[src/rtl/neuron_out_stage.sv]
// neuron_out_stage: captures hidden-layer neuron outputs on a fixed latency, clamps and classifies them,
// and buffers them in a credit-controlled FIFO with valid/ready output and debug counters.
module neuron_out_stage #(
  parameter int          NEURON_LAT = 2,
  parameter int          DEPTH      = 4,
  parameter logic [10:0] THRESH     = 11'd512
) (
  input  logic        clk,
  input  logic        rst,
  input  logic        issue_valid,
  output logic        issue_ready,
  input  logic [10:0] n0_out,
  input  logic [10:0] n1_out,
  input  logic [10:0] n2_out,
  output logic        out_valid,
  input  logic        out_ready,
  output logic [9:0]  out_act0,
  output logic [9:0]  out_act1,
  output logic [9:0]  out_act2,
  output logic [2:0]  out_class,
  output logic [2:0]  out_sat,
  output logic [15:0] sample_cnt,
  output logic [15:0] sat_cnt
);
  localparam int PW = $clog2(DEPTH);
  localparam int CW = $clog2(DEPTH) + 1;
  logic [NEURON_LAT-1:0] r_inflight;
  logic [PW-1:0]         r_wr_ptr, r_rd_ptr;
  logic [CW-1:0]         r_count;
  logic [35:0]           r_mem [DEPTH];
  logic [15:0]           r_sample_cnt, r_sat_cnt;
  logic [5:0]            w_credit_used;
  logic [32:0]           w_n;
  logic [2:0]            w_sat, w_cls;
  logic [29:0]           w_act;
  logic                  w_issue, w_capture, w_pop;
  // Credit counts both buffered entries and evaluations still inside the neuron pipeline.
  always_comb begin
    w_credit_used = 6'(r_count);
    for (int i = 0; i < NEURON_LAT; i++) w_credit_used = w_credit_used + 6'(r_inflight[i]);
  end
  assign issue_ready = w_credit_used < 6'(DEPTH);
  assign w_issue     = issue_valid && issue_ready;
  assign w_capture   = r_inflight[NEURON_LAT-1];
  assign out_valid   = r_count != '0;
  assign w_pop       = out_valid && out_ready;
  assign w_n         = {n2_out, n1_out, n0_out};
  // Anything above 1023 has bit 10 set, so that bit is the clamp flag.
  always_comb begin
    for (int i = 0; i < 3; i++) begin
      w_sat[i]          = w_n[11*i+10];
      w_cls[i]          = w_n[11*i +: 11] >= THRESH;
      w_act[10*i +: 10] = w_sat[i] ? 10'h3FF : w_n[11*i +: 10];
    end
  end
  always_ff @(posedge clk) begin
    if (rst) begin
      r_inflight   <= '0;
      r_wr_ptr     <= '0;
      r_rd_ptr     <= '0;
      r_count      <= '0;
      r_sample_cnt <= '0;
      r_sat_cnt    <= '0;
    end else begin
      r_inflight <= (r_inflight << 1) | NEURON_LAT'(w_issue);
      r_count    <= r_count + CW'(w_capture) - CW'(w_pop);
      if (w_capture) r_wr_ptr <= r_wr_ptr + PW'(1);
      if (w_pop) r_rd_ptr <= r_rd_ptr + PW'(1);
      if (w_pop) r_sample_cnt <= r_sample_cnt + 16'd1;
      if (w_capture && |w_sat && r_sat_cnt != 16'hFFFF) r_sat_cnt <= r_sat_cnt + 16'd1;
    end
  end
  always_ff @(posedge clk) begin
    if (w_capture) r_mem[r_wr_ptr] <= {w_sat, w_cls, w_act};
  end
  always_comb {out_sat, out_class, out_act2, out_act1, out_act0} = out_valid ? r_mem[r_rd_ptr] : 36'h0;
  assign sample_cnt = r_sample_cnt;
  assign sat_cnt    = r_sat_cnt;
  always_ff @(posedge clk) begin
    assert (rst || !(w_capture && r_count == CW'(DEPTH)));
  end
endmodule

[config.mk]
export PLATFORM = sky130hd
export DESIGN_NAME = neuron_out_stage
export DESIGN_NICKNAME = d
export VERILOG_FILES = /design/src/rtl/neuron_out_stage.sv
export SDC_FILE = /design/constraint.sdc
export NUM_CORES = 1
export LEC_CHECK = 0
export CAP_MARGIN = 20
export CORE_MARGIN = 5
export CORE_UTILIZATION = 55
export DETAILED_ROUTE_END_ITERATION = 6
export PLACE_DENSITY_LB_ADDON = 0.25
export SYNTH_ARGS = -nofsm -noshare
export SYNTH_HDL_FRONTEND = slang
export SYNTH_SLANG_ARGS = --single-unit
[constraint.sdc]
create_clock -name clk -period 2.6 [get_ports clk]
set_input_delay 0.39 -clock clk [delete_from_list [all_inputs] [get_ports clk]]
set_output_delay 0.39 -clock clk [all_outputs]
set_load 0.05 [all_outputs]
# Yosys cells after proc, flatten, opt, wreduce, memory -nomap -nowiden
# Memories as Yosys holds them, arrays and structs flattened. A register that Yosys moved wholly into a read port is not among the register bits.
# Cells that the tools add are included.
op_classes:
  n_reduce_logical: 6
  eq_ne: 1
  n_addsub: 8
  n_shift: 0
  muxes: 8
  magnitude_cmp: 4
  multipliers: 0
  bitwise: 1
  div_mod_pow: 0
ops:
  columns: ["cell", "n"]
  rows:
  - ["two-way mux 36 bit", 1]
  - [">= comparator 11 x 10 -> 1 bit (second input constant)", 3]
  - ["adder 16 x 1 -> 16 bit (second input constant)", 2]
  - ["two-way mux 10 bit", 3]
  - ["!= test 16 bit (second input constant)", 1]
  - ["adder 4 x 1 -> 5 bit", 1]
  - ["< comparator 5 x 3 -> 1 bit (second input constant)", 1]
  - ["adder 2 x 1 -> 2 bit (second input constant)", 2]
  - ["adder 3 x 1 -> 4 bit", 1]
  - ["logical AND 1 bit", 4]
  - ["two-way mux 2 bit", 2]
  - ["adder 3 x 1 -> 3 bit", 1]
  - ["nonzero test 3 bit", 1]
  - ["OR reduction 3 bit", 1]
  - ["subtractor 3 x 1 -> 3 bit", 1]
  - ["two-way mux 1 bit", 2]
  - ["bitwise OR 2 x 1 -> 2 bit", 1]
totals:
  elab_cells: 35
  mem_bits_rw: 144
  n_memories: 1
  latch_bits: 0
  register_bits: 41
  rom_bits: 0
mem_list:
  columns: ["name", "depth", "width", "read_ports", "rd_clocked_by_memory_dff", "wr", "line_no", "rtl"]
  rows:
  - ["r_mem", 4, 36, 1, 1, 1, "30", "logic [35:0] r_mem [DEPTH];"]

# Longest topological paths before layout
# Gate-level depths: netlist (run 1).
logic_depth:
  word_depth: 5
  ltp_mapped: 8
  ltp_nobuf: 8

# Least setup slack after synthesis (run 1)
# No wires, ideal clock.
synth_path:
  path_kind: "register to register"
  start: "register r_count[1]"
  end: "register r_count[2]"
  stages_incl_launch_ff: 9
  arrival_ns: 2.018
  t_required_ns: 2.472
  n_path_buf: 0
  slack_ns: 0.454
  period_less_slack_ns: 2.146
  setup_ns: 0.128
  path_cell_list: "dfxtp_1 o31ai_2 inv_1 ha_1 inv_1 ha_1 fa_1 xor2_1 nor2_1"
synth_between:
  elab_chain_cells: 3
  word_cells_on_any_way: 4
  cone_classes: "add/sub (2); reduce/logical (2)"
synth_rtl:
  columns: ["item", "line_no", "rtl"]
  rows:
  - ["start, declared", "29", "logic [CW-1:0] r_count;"]
  - ["start signal, assigned", "66", "r_count <= r_count + CW'(w_capture) - CW'(w_pop);"]
  - ["nonzero test 3 bit", "45", "assign out_valid = r_count != '0;"]
  - ["logical AND 1 bit", "46", "assign w_pop = out_valid && out_ready;"]
  - ["net w_pop", "36", "logic w_issue, w_capture, w_pop;"]
  - ["subtractor 3 x 1 -> 3 bit", "66", null]
# The timed path passes the listed nets, and every way through them passes these cells.
# A chain may end at the register's enable or synchronous reset.

==> flow_summary.ini, run 1 <==
[outcome]
status = completed

[timing]
rsz0062_at_grt = no
finalCritPeriodShare = 0.9273
setup_viol = 0
finalClockSkew_ns = 0.006554
fin_ws_ns = 0.1891
hold_violations = 0
fmax_ghz = 0.4148
tightest_slew_ns = 0.6688
slew_headroom = 0.5542
period_needed_ns = 2.411
slew_violations = 0
tns_ns = 0

[grt]
grt.overflow.total = 0
use_met1 = 0.2405
first_global_vias = 4817
met2_usage = 0.3448
grt_pass1_wl_um = 24830
grt_use_met3 = 0.05023
top_usage_layer = met2
grtUsageTotal = 0.1971
grt_max_degree = 41
antenna_found_initial = 0

[worst_setup_path]
cp_data_arrival_time_ns = 2.02
timing.rr.end = sat_cnt[13]
worstSetupPathType = register to primary output
rr_worst_depth = 4
endpoint_kind = primary output
r2r_slack_ns = 0.63
worstPathMaxFanout = 36
r2r-start = r_inflight[1]
worstPathRequired_ns = 2.21
startpoint_type = register

[logic_synthesis]
synthFlopType = edfxtp_1
netlist_area_mm2 = 0.007734
synth-seq-area-share = 0.6704
synth.distinct_cells = 44
ys_seq_elements = 187
syn_inst = 503
synth-async-reset-ratio = 0
synth-edff-count = 144
yosys.area.top_type_share = 0.5591
yosysTopAreaCell = edfxtp_1
synth_common_cells = edfxtp_1 (144), dfxtp_1 (43), and2_1 (41)
syn_avg_cell_area_um2 = 15.38
synth.most_common_cell = edfxtp_1
synth_nets = 551
synth.area.top_cells = edfxtp_1 (56%), dfxtp_1 (11%), mux4_2 (10%)
yosys_warnings = 0

[clock_tree]
clk_root_buffer_cell = clkbuf_16
postCtsSetupRepairBufs = 0
path_clk_slew_ns = 0.06
cts_tree = done
cts.sinks = 187
cts_made_buffers = 17
clk-insertion-delay-late_ns = 0.42
hold_buffers = 0
clockBufferDepth = 2
cts.htree.levels = 4

[power_and_ir_drop]
ir_drop_uv = 545.4
p_per_area_mw_per_mm2 = 944.2
p_leak_uw = 0.003233

[worst_hold_path]
hold_path_end = r_inflight[1]
min_path_cells = 1
hp-class = register to register
hp-start = r_inflight[0]

[placed_design]
dpl_cell_area_mm2 = 0.009268
place.gp.congestion = 0.8952
dpl.hpwl_um = 9941
dpl_worst_slack_ns = 0.2973
io_buffer_count = 106
placed_cells = 782

[routing]
wl_um = 15410
ant_nets = 0
drt-vias-per-instance = 5.655
drc = 0
drt_first_pass_iters = 5
vias = 4603
drt_iter0_markers = 251
wl_per_cell_um = 18.93

[cells_and_area]
fillers = 912
multiInputGateArea_mm2 = 0.002417
antenna_cells = 0
seqCellArea_mm2 = 0.005187
nets = 669
fin_cells = 814
final_cell_area_mm2 = 0.009788
area_delta_synth_final_pct = 26.57
drive_above_1_share = 0.2634

[die]
die_h_um = 128.6
start_util = 0.5593
dieArea_mm2 = 0.01653
coreArea_mm2 = 0.01383
pin_count = 107
row_count = 43
fp.dieW_um = 128.6

[run]
cap_violations = 0
==> critical path, cell delays in order (launching register included) <==
cell and delay, ns:
dfxtp_2 0.34, buf_12 0.29, mux4_2 0.55, and2_1 0.20
buf_4 0.20
==> registers in the layout (all words and copies together) (netlist names), named ones only <==
signal,flops
r_mem,144
sample_cnt,16
sat_cnt,16
r_count,3
r_inflight,2
r_rd_ptr,2
r_wr_ptr,2
==> metal layers <==
| layer | share of wire | routed length [um] | vias to the layer above |
|---|---|---|---|
| met5 | 0 | 0 | - |
| met4 | 0.017 | 263 | 0 |
| met3 | 0.050 | 768 | 23 |
| met2 | 0.53 | 8240 | 111 |
| met1 | 0.40 | 6136 | 2326 |
| li1 | - | - | 2143 |
==> worst max path at each step <==
| stage | from | to | slack (ns) | cells past startpoint |
|---|---|---|---|---|
| 3_3_place_gp | out_ready | r_count[2] | 0.38 | 9 |
| 4_1_cts | r_count[1] | out_act0[9] | 0.11 | 5 |
| 6_report | register | out_act0[9] | 0.19 | 4 |
| 2_1_floorplan | r_count[1] | r_count[2] | 0.45 | 8 |
| 5_1_grt | register | out_act0[9] | 0.1 | 4 |
| 3_5_place_dp | out_ready | r_count[1] | 0.30 | 8 |
==> through the flow <==
stage	util	power [uW]	hold slack [ns]
floorplan	-	5629	0.4389
global placement	0.6703	7027	0.4647
detailed placement	0.6703	7076	0.4730
CTS	0.7075	9341	0.4765
global route	0.7079	9615	0.4909
finish	0.7079	9242	0.4734
==> logic make-up (layout without fill, tap and decap cells) <==
family	after synthesis	in the layout	synth area share
XOR/XNOR	12	12	0.01359
AO/OA/AOI/OAI	42	42	0.03284
adder cells (fa/ha/maj)	11	11	0.01877
flip-flops	187	187	0.6704
multiplexers	43	43	0.1149
AND/OR/NAND/NOR	172	172	0.1304
buffers and inverters	36	167	0.01909
==> area by class of cell <==
cell class	count	area share
Clock buffer	28	0.05075
Clock inverter	4	0.001917
Inverter	11	0.004218
Multi-Input combinational cell	280	0.2470
Sequential cell	187	0.5300
Tap cell	180	0.02301
Timing Repair Buffer	124	0.1432
==> cell usage in the layout (no fill, tap or decap), drive strengths merged, types with 2 or more instances in the layout <==
cell | synthesis | routed
nor3 | 3 | 3
and2 | 41 | 41
or4 | 8 | 8
nor4 | 5 | 5
dfxtp | 43 | 43
or2 | 33 | 33
nor3b | 2 | 2
clkbuf | 16 | 28
mux2 | 6 | 6
nor2 | 23 | 23
ha | 10 | 10
a21oi | 19 | 19
nand3 | 13 | 13
inv | 11 | 11
nand2 | 12 | 12
o21ai | 7 | 7
o31ai | 11 | 11
xnor2 | 5 | 5
nor2b | 8 | 8
nor4b | 2 | 2
edfxtp | 144 | 144
clkinv | 0 | 4
clkdlybuf4s50 | 0 | 68
mux4 | 36 | 36
and4 | 2 | 2
nand4 | 8 | 8
buf | 9 | 56
xor2 | 7 | 7
and3 | 3 | 3
or3 | 7 | 7
==> report_power, final <==
part           leakage [uW]  internal (uW)  switching (uW)  total [uW]
combinational       0.00136           1520            2060        3570
sequential          0.00162           3310            87.5        3400
clock              0.000254           1290             974        2270
total               0.00323           6120            3120        9240
==> repair_timing <==
action / 4_1_cts / 5_1_grt
setup endpoints to repair: 0 / 1
hold endpoints to repair: 0 / 0
gates resized for setup: 0 / 1
Note: power is estimated with default switching activity, not from simulation.
==> inputs of run 2 (changes only) <==
CORE_UTILIZATION = 25   (was 55)
==> run 2 against run 1 <==
  * Sequential power barely moved
  * Cell count increased by 26%
  * Sequential share of layout area fell by 2.9 points
  * First-iteration DRC count is 11% lower
  * Largest power group unchanged
  * Critical path depth unchanged
  * Hold slack lost 0.0013 ns
==> flow_summary.ini, run 2 (synthesis gave the netlist of run 1 again) <==
[timing]
period_needed_ns = 2.384
fmax_ghz = 0.4195
finalCritPeriodShare = 0.9168
fin_ws_ns = 0.2162
hold_violations = 0
rsz0062_at_grt = no
tightest_slew_ns = 0.6301
finalClockSkew_ns = 0.01423
tns_ns = 0
slew_violations = 0
setup_viol = 0
holdWs_ns = 0.4722
slew_headroom = 0.5760

[power_and_ir_drop]
intPower_uw = 6534
p_per_area_mw_per_mm2 = 971.9
p_seq_frac = 0.339
clkPwrFrac = 0.250
p_leak_uw = 0.003326
sw_frac_of_total = 0.3505
switchingPower_uw = 3526
ir_drop_uv = 651.4
comb_power_share = 0.411
total_power_uw = 10060

[clock_tree]
cts_tree = done
cts.htree.levels = 4
post_cts_resized = 0
clk_root_buffer_cell = clkbuf_16
cts.sinks = 187
hold_buffers = 0
postCtsSetupRepairBufs = 0
cts_made_buffers = 17
clk-insertion-delay-late_ns = 0.42
path_clk_slew_ns = 0.07
clockBufferDepth = 2

[die]
dieArea_mm2 = 0.03455
start_util = 0.2528
row_count = 64
fp.dieW_um = 185.9
coreArea_mm2 = 0.03059
die_h_um = 185.9
pin_count = 107

[routing]
met2_length_um = 8419
wl_met3_um = 1473
wl_per_cell_um = 17.61
wl_um = 18120
drc = 0
ant_nets = 0
top_layer_used = met4
drt-met1-wl_um = 8125
drt_first_pass_iters = 4
drt-vias-per-instance = 4.442
drt_iter0_markers = 223
vias = 4571

[worst_setup_path]
crit_slowest_cell = mux4_2
crit_top_cell = buf_12
r2r_slack_ns = 0.55
cp_data_arrival_time_ns = 1.99
worstPathMaxFanout = 17
worstPathRequired_ns = 2.21
worstSetupPathType = register to primary output
endpoint_kind = primary output
endpoint = out_sat[0]
path_cells = buf_12 -> mux4_2 -> and2_1 -> buf_12
critPathMaxStageDelay_ns = 0.50
timing.rr.end = sat_cnt[13]
path_depth = 4
critPathBufInv = 2
rr_worst_depth = 4
cpLargestDelayFamily = multiplexers
startpoint_type = register
r2r-start = r_inflight[1]

[cells_and_area]
seqCellArea_mm2 = 0.005190
largest_reg_flops = 144
multiInputGateArea_mm2 = 0.002412
antenna_cells = 0
largest_register = r_mem
fillers = 2966
final_cell_mix = edfxtp_1 (144), clkdlybuf4s50_1 (68), buf_12 (43)
area_delta_synth_final_pct = 33.85
nets = 669
layout_commonest_cell = edfxtp_1
utilization = 0.3384
drive_above_1_share = 0.2749

[worst_hold_path]
hp-class = register to register
hp-start = r_inflight[0]

[placed_design]
io_buffer_count = 106
dpl.hpwl_um = 11570
dpl_worst_slack_ns = 0.1866
place.gp.congestion = 0.8148

[grt]
grtUsageTotal = 0.1066
first_global_vias = 4906
antenna_found_initial = 0
grt_max_degree = 49
grt_pass1_wl_um = 27900
grt.overflow.total = 0

[outcome]
status = completed

[run]
cap_violations = 0
## run 2: cell count changes in the layout (fill, tap and decap cells not counted), sizes merged
cell and change:
clkinvlp +2, inv +8, clkbuf -11
## run 2: worst min path at each step
stage,end,cells after the start
finish,r_inflight[1],1
global route,r_inflight[1],1
CTS,r_inflight[1],1
detailed placement,r_inflight[1],1
global placement,r_inflight[1],1
floorplan,r_inflight[1],1
## run 2: metrics by stage
stage               std cells  instance area (um^2)
floorplan                 503                  7734
global placement          998                  9776
detailed placement        998                  9776
CTS                      1029                 10350
global route             1029                 10350
finish                   1029                 10350
## run 2: layout make-up
cell class	count	area share
timing repair buffer	124	0.1583
sequential	187	0.5014
clock inverter	14	0.01426
multi-input combinational	280	0.2330
clock buffer	17	0.04110
tap	396	0.04787
inverter	11	0.003989
## run 2: power groups by stage
| stage | Combinational (uW) | Clock, uW | Sequential [uW] |
|---|---|---|---|
| 2_1_floorplan | 2170 | 0 | 3460 |
| 4_1_cts | 4210 | 2610 | 3410 |
| 3_5_place_dp | 4200 | 0 | 3480 |
| 3_3_place_gp | 4180 | 0 | 3470 |
| 5_1_grt | 4350 | 2730 | 3420 |
| 6_report | 4140 | 2520 | 3410 |
## run 2: routing by layer
metal / vias to the layer above / track usage
met1: 2312 / 0.1383
met2: 115 / 0.1687
met4: 0 / 0.02419
met3: 9 / 0.04280
met5: - / 0
li1: 2135 / -
